===== config.mk =====
export PLATFORM = sky130hd
export DESIGN_NAME = uart_send
export DESIGN_NICKNAME = d
export VERILOG_FILES = /design/src/rtl/uart_pkg.sv /design/src/rtl/uart_tx_fifo.sv /design/src/rtl/uart_send.sv
export SDC_FILE = /design/constraint.sdc
export NUM_CORES = 1
export LEC_CHECK = 0
export CAP_MARGIN = 5
export CELL_PAD_IN_SITES_DETAIL_PLACEMENT = 0
export CELL_PAD_IN_SITES_GLOBAL_PLACEMENT = 1
export CORE_MARGIN = 1.5
export CORE_UTILIZATION = 44
export CTS_CLUSTER_DIAMETER = 120
export DETAILED_ROUTE_END_ITERATION = 8
export MAX_ROUTING_LAYER = met4
export PLACE_DENSITY = 0.7
export SKIP_LAST_GASP = 1
export SLEW_MARGIN = 5
export SYNTH_ARGS = -nofsm -noshare
export SYNTH_HDL_FRONTEND = slang
export SYNTH_HIERARCHICAL = 1
export SYNTH_SLANG_ARGS = --single-unit

===== constraint.sdc =====
create_clock -name clk -period 2.9 [get_ports clk]
set_input_delay 0.58 -clock clk [delete_from_list [all_inputs] [get_ports clk]]
set_output_delay 0.58 -clock clk [all_outputs]
set_load 0.05 [all_outputs]

===== src/rtl/uart_pkg.sv =====
// rtl/uart_pkg.sv - shared UART types, constants and baud divisor helper
//
// Used by both the transmit and receive sides of the host UART.
//   uart_state_e  : serialiser states (IDLE, START, DATA, PARITY, STOP)
//   bps_cnt()     : clocks per bit for a given clock frequency and baud rate
//   UART_DATA_W   : data bits per frame
//   UART_IDLE_LVL : level of the idle line (mark)
package uart_pkg;

    localparam int   UART_DATA_W   = 8;
    localparam logic UART_IDLE_LVL = 1'b1;

    typedef enum logic [2:0] {
        IDLE,
        START,
        DATA,
        PARITY,
        STOP
    } uart_state_e;

    function automatic int bps_cnt(input int clk_freq, input int baud);
        return clk_freq / baud;
    endfunction

endpackage


===== src/rtl/uart_tx_fifo.sv =====
// rtl/uart_tx_fifo.sv - synchronous byte FIFO buffering the UART transmitter
//
// Ports:
//   clk, rst_n        : clock, asynchronous active-low reset (flushes the FIFO)
//   push_i, din_i     : write strobe and byte; ignored while full
//   pop_i             : read strobe; ignored while empty
//   dout_o            : head-of-queue byte (valid while not empty)
//   level_o           : entries held, 0..FIFO_DEPTH
//   full_o, empty_o   : status flags
// FIFO_DEPTH must be a power of two so the pointers wrap naturally.
module uart_tx_fifo
    import uart_pkg::*;
#(
    parameter int FIFO_DEPTH = 4,
    localparam int AW = $clog2(FIFO_DEPTH),
    localparam int LW = AW + 1
) (
    input  logic                   clk,
    input  logic                   rst_n,
    input  logic                   push_i,
    input  logic [UART_DATA_W-1:0] din_i,
    input  logic                   pop_i,
    output logic [UART_DATA_W-1:0] dout_o,
    output logic [LW-1:0]          level_o,
    output logic                   full_o,
    output logic                   empty_o
);

    logic [UART_DATA_W-1:0] mem_q [FIFO_DEPTH];
    logic [AW-1:0]          wr_ptr_q, rd_ptr_q;
    logic [LW-1:0]          level_q;
    logic                   push_ok, pop_ok;

    assign full_o  = (level_q == LW'(FIFO_DEPTH));
    assign empty_o = (level_q == '0);
    assign push_ok = push_i & ~full_o;
    assign pop_ok  = pop_i & ~empty_o;
    assign dout_o  = mem_q[rd_ptr_q];
    assign level_o = level_q;

    always_ff @(posedge clk or negedge rst_n) begin
        if (!rst_n) begin
            wr_ptr_q <= '0;
            rd_ptr_q <= '0;
            level_q  <= '0;
        end else begin
            if (push_ok) wr_ptr_q <= wr_ptr_q + AW'(1);
            if (pop_ok)  rd_ptr_q <= rd_ptr_q + AW'(1);
            // simultaneous push and pop leaves the level unchanged
            case ({push_ok, pop_ok})
                2'b10:   level_q <= level_q + LW'(1);
                2'b01:   level_q <= level_q - LW'(1);
                default: level_q <= level_q;
            endcase
        end
    end

    always_ff @(posedge clk) begin
        if (push_ok) mem_q[wr_ptr_q] <= din_i;
    end

endmodule


===== src/rtl/uart_send.sv =====
// rtl/uart_send.sv - UART transmitter (8 data bits, LSB first, 1 stop) with TX FIFO
//
// Ports:
//   clk, rst_n  : clock, asynchronous active-low reset (mid-frame reset drops the frame)
//   tx_data     : byte to send, captured only on the push
//   tx_valid    : tx_data valid
//   tx_ready    : FIFO has room; transfer on tx_valid & tx_ready at posedge clk
//   uart_tx     : registered serial line, idle high
//   tx_busy     : serialiser not idle
//   tx_done     : one-cycle pulse on the last clock of each stop bit
//   fifo_level  : bytes buffered
// Build option: define UART_TX_PARITY_EN to append an even parity bit (8E1).
module uart_send
    import uart_pkg::*;
#(
    parameter int CLK_FREQ   = 100_000_000,
    parameter int UART_BPS   = 115200,
    parameter int FIFO_DEPTH = 4
) (
    input  logic                   clk,
    input  logic                   rst_n,
    input  logic [UART_DATA_W-1:0] tx_data,
    input  logic                   tx_valid,
    output logic                   tx_ready,
    output logic                   uart_tx,
    output logic                   tx_busy,
    output logic                   tx_done,
    output logic [2:0]             fifo_level
);

    localparam int          BPS_CNT  = bps_cnt(CLK_FREQ, UART_BPS);
    localparam logic [15:0] BIT_LAST = 16'(BPS_CNT - 1);
    localparam int          LW       = $clog2(FIFO_DEPTH) + 1;

    uart_state_e            state_q, state_d;
    logic [15:0]            clk_cnt_q, clk_cnt_d;
    logic [2:0]             bit_cnt_q, bit_cnt_d;
    logic [UART_DATA_W-1:0] shift_q, shift_d;
    logic                   uart_tx_q, uart_tx_d;
    logic                   tx_done_q, tx_done_d;
`ifdef UART_TX_PARITY_EN
    logic                   par_q, par_d;
`endif

    logic                   fifo_pop, fifo_full, fifo_empty;
    logic [UART_DATA_W-1:0] fifo_dout;
    logic [LW-1:0]          fifo_lvl;
    logic                   bit_end;

    uart_tx_fifo #(.FIFO_DEPTH(FIFO_DEPTH)) u_fifo (
        .clk     (clk),
        .rst_n   (rst_n),
        .push_i  (tx_valid & tx_ready),
        .din_i   (tx_data),
        .pop_i   (fifo_pop),
        .dout_o  (fifo_dout),
        .level_o (fifo_lvl),
        .full_o  (fifo_full),
        .empty_o (fifo_empty)
    );

    assign tx_ready   = ~fifo_full;
    assign fifo_level = 3'(fifo_lvl);
    assign tx_busy    = (state_q != IDLE);
    assign uart_tx    = uart_tx_q;
    assign tx_done    = tx_done_q;
    assign bit_end    = (clk_cnt_q == BIT_LAST);

    always_comb begin
        state_d   = state_q;
        clk_cnt_d = clk_cnt_q;
        bit_cnt_d = bit_cnt_q;
        shift_d   = shift_q;
        fifo_pop  = 1'b0;
        tx_done_d = 1'b0;
`ifdef UART_TX_PARITY_EN
        par_d     = par_q;
`endif
        if (state_q != IDLE) clk_cnt_d = bit_end ? 16'd0 : clk_cnt_q + 16'd1;

        case (state_q)
            IDLE: begin
                clk_cnt_d = 16'd0;
                if (!fifo_empty) begin
                    fifo_pop = 1'b1;
                    shift_d  = fifo_dout;
`ifdef UART_TX_PARITY_EN
                    par_d    = ^fifo_dout;
`endif
                    state_d  = START;
                end
            end
            START: begin
                if (bit_end) begin
                    bit_cnt_d = 3'd0;
                    state_d   = DATA;
                end
            end
            DATA: begin
                if (bit_end) begin
                    shift_d = shift_q >> 1;
                    if (bit_cnt_q == 3'd7) begin
`ifdef UART_TX_PARITY_EN
                        state_d = PARITY;
`else
                        state_d = STOP;
`endif
                    end else begin
                        bit_cnt_d = bit_cnt_q + 3'd1;
                    end
                end
            end
            PARITY: begin
                if (bit_end) state_d = STOP;
            end
            STOP: begin
                if (bit_end) begin
                    tx_done_d = 1'b1;
                    // chain straight into the next frame so back-to-back bytes have no idle gap
                    if (!fifo_empty) begin
                        fifo_pop = 1'b1;
                        shift_d  = fifo_dout;
`ifdef UART_TX_PARITY_EN
                        par_d    = ^fifo_dout;
`endif
                        state_d  = START;
                    end else begin
                        state_d  = IDLE;
                    end
                end
            end
            default: state_d = IDLE;
        endcase
    end

    // Line level follows the current state; registering it delays every bit by one
    // clock uniformly, so bit widths stay exactly BPS_CNT.
    always_comb begin
        uart_tx_d = UART_IDLE_LVL;
        case (state_q)
            START:   uart_tx_d = 1'b0;
            DATA:    uart_tx_d = shift_q[0];
`ifdef UART_TX_PARITY_EN
            PARITY:  uart_tx_d = par_q;
`endif
            default: uart_tx_d = UART_IDLE_LVL;
        endcase
    end

    always_ff @(posedge clk or negedge rst_n) begin
        if (!rst_n) begin
            state_q   <= IDLE;
            clk_cnt_q <= 16'd0;
            bit_cnt_q <= 3'd0;
            shift_q   <= '0;
            uart_tx_q <= UART_IDLE_LVL;
            tx_done_q <= 1'b0;
`ifdef UART_TX_PARITY_EN
            par_q     <= 1'b0;
`endif
        end else begin
            state_q   <= state_d;
            clk_cnt_q <= clk_cnt_d;
            bit_cnt_q <= bit_cnt_d;
            shift_q   <= shift_d;
            uart_tx_q <= uart_tx_d;
            tx_done_q <= tx_done_d;
`ifdef UART_TX_PARITY_EN
            par_q     <= par_d;
`endif
        end
    end

endmodule


==> flow_summary.toml <==
[run_status]
status = "finished, final reports clean"

[synth]
synth-compound-area-share_pct = 2.47
synth_edf_count = 32
synthMuxAreaShare_pct = 12.5
avgSynthCellArea_um2 = 13.9
synth_top_area_cell = "edfxtp_1"
synth-xor-area-share_pct = 5.67
yosysWarnings = 6
synth_top_area_share_pct = 29.6
post_synth_num_cell_types = 41
ys_async_sr_fraction_pct = 54.9
mappedNetlistArea_mm2 = 0.00324
netlist_instances = 234
synth_nets = 254
synth_area_leaders = "edfxtp_1 30%, dfrtp_1 29%, mux2_2 5.6%, mux4_2 5.6%, xnor2_1 4.3%"
synth-simple-area-share_pct = 13.0
ys_ff_latch = 71
synth_seq_area_share_pct = 59.7
synth_top_family_by_area = "simple AND/OR/NAND/NOR gates"
synth-adder-area-share_pct = 3.70
synthFlopType = "dfrtp_1"

[final_layout]
num_antenna_cells = 0
n_fill_cell = 623
drive_gt1_share_pct = 26.8
mostFrequentLayoutCell = "dfrtp_1"
final_core_util_pct = 53.3
layout.nets = 287
area_growth_pct = 17.8
stdcell_area_mm2 = 0.00382
final_cell_mix = "38 x dfrtp_1, 32 x edfxtp_1, 24 x nor2_1"
multi_input_area_mm2 = 0.00124
seq_area_mm2 = 0.00194

[flow_run]
maxCapViolations = 0

[floorplan]
die_x_um = 88.9
core_mm2 = 0.00718
boundaryPins = 18
initial_core_util_pct = 45.2
die_height_um = 88.9
num_rows = 31
die_area_mm2 = 0.00790

[pwr]
switching_share_pct = 30.8
internal_power_uw = 2320
combPwrFrac_pct = 29.6
clkPwrFrac_pct = 25.0
p_seq_share_pct = 45.4
powerDensity_mw_per_mm2 = 877
ir_worst_vdd_mv = 0.519
power_switching_uw = 1030
p_leak_uw = 0.00151

[place]
place_area_mm2 = 0.00359
port_buffers = 17
post-dp-hpwl_um = 3670
gp_congestion = 0.763

[route]
finalWirelength_um = 5360
drc = 0
drt_first_pass_iters = 4
postRouteAntennaNets = 0
num_vias = 1865
drt-initial-drc-count = 29
wl_per_cell_um = 14.5
vias_per_cell = 5.03

[sta]
worst_pin_slew_ns = 0.860
rsz0062_at_grt = "yes"
setup_viol = 0
max_slew_margin_pct = 42.7
fin_crit_ns = 2.81
finalHoldViolCount = 0
drv_slew = 0
fmax_mhz = 356
fin_crit_sh_pct = 96.8
fin_skew_ns = 0.00667

[worst_setup_path]
arrival_ns = 3.07
r2r_slack_ns = 0.09
crit_path_start_kind = "flop"
crit_type = "reg -> reg"
endpoint_kind = "flop"
crit_required_ns = 3.16
path_max_fanout = 2

[cts]
cts-htree-levels = 3
cts-root-buf = "clkbuf_8"
cts_buffers = 9
clkSinkCount = 71
clk_latency_ns = 0.33
path_clk_slew_ns = 0.08
cts_buffer_depth = 2
cts_tree = "built"

[hold_path]
hold_class = "in -> async"

[global_routing]
first_global_vias = 1927
antenna_found_initial = 0
grt_start_max_net_pins = 40
grt_pass1_wl_um = 9050
track_usage_pct = 16.2
grt_overflow_total = 0
critical path: stages (launching register included):
cell	delay, ns
dfrtp_1	0.38
or4_4	0.54
or4_4	0.56
a21boi_2	0.13
o31a_2	0.19
ha_4	0.15
inv_2	0.04
fa_2	0.35
xor2_1	0.15
nor2_1	0.11
xor2_1	0.14
routing by layer:
layer,track usage (%),vias up,part of all wire (%)
li1,-,902,-
met1,19.4,934,47
met2,26.4,22,49
met3,3.36,7,2.7
met4,7.24,0,1.5
met5,-,-,0
layout make-up:
cell class              instances  share of cell area (%)
clock buffers                  10                    3.34
clock inverters                 6                    2.23
inverters                      13                    1.28
multi-input cells             142                    32.3
flip-flops and latches         71                    50.7
well taps                      99                    3.24
repair buffers                 30                    6.87
kinds of logic (layout without fill, tap and decap cells):
| family | count (synthesis) | count (layout) |
|---|---|---|
| simple gates | 75 | 75 |
| flops | 71 | 71 |
| mux | 28 | 28 |
| xor+xnor | 21 | 21 |
| buf+inv | 21 | 59 |
| fa+ha+maj | 9 | 9 |
| compound gates | 9 | 9 |
final timing paths:
path                                    startpoint                              to  cells after the start
max reg2reg                clk_cnt_q[11]$_DFF_PN0_   u_fifo/level_o[2]$_DFFE_PN0P_                     10
min reg2reg                 shift_q[7]$_DFFE_PN0P_          shift_q[7]$_DFFE_PN0P_                      1
min in group clk            shift_q[7]$_DFFE_PN0P_          shift_q[7]$_DFFE_PN0P_                      1
min                                          rst_n          clk_cnt_q[6]$_DFF_PN0_                      1
max                        clk_cnt_q[11]$_DFF_PN0_   u_fifo/level_o[2]$_DFFE_PN0P_                     10
max in group asynchronous                    rst_n  u_fifo/rd_ptr_q[0]$_DFFE_PN0P_                      1
synth_stat cells, types with 5 or more instances:
master / count
nor3_1: 5
mux2_2: 16
nand2_1: 7
nand3_1: 5
inv_1: 13
ha_1: 8
dfrtp_1: 38
xor2_1: 5
nand4_1: 7
mux4_2: 8
xnor2_1: 16
nor2_1: 24
edfxtp_1: 32
nor4_1: 6
clkbuf_1: 5
power by group through the flow:
stage | registers (uW) | logic, uW | clock network, uW
detailed placement | 1550 | 1000 | 0
CTS | 1530 | 1010 | 871
floorplan | 1520 | 731 | 0
finish | 1520 | 991 | 838
global route | 1560 | 1090 | 906
global placement | 1540 | 983 | 0
timing repair:
| action | 4_1_cts | 5_1_grt |
|---|---|---|
| gates resized for setup | 0 | 1 |
| setup endpoints to repair | 0 | 1 |
| hold buffers | 0 | 0 |
| setup buffers | 0 | 2 |
sequential cells by signal (all words and copies together) (netlist names):
register	cells
u_fifo/level_o	3
bit_cnt_q	3
uart_tx	1
u_fifo/wr_ptr_q	2
u_fifo/rd_ptr_q	2
state_q	3
clk_cnt_q	16
shift_q	8
tx_done	1
u_fifo/mem_q	32
metrics by stage:
step	hold WS [ns]	setup WS [ns]	std cells	setup TNS, ns	power (uW)
CTS	0.381	0.0404	369	0	3400
finish	0.350	0.0926	371	0	3350
global route	0.413	-0.0456	371	-0.0456	3560
detailed placement	0.495	0.0634	353	0	2550
floorplan	0.284	-0.0454	234	-0.0454	2260
global placement	0.486	0.120	353	0	2520
(Power assumes the default switching activity.)
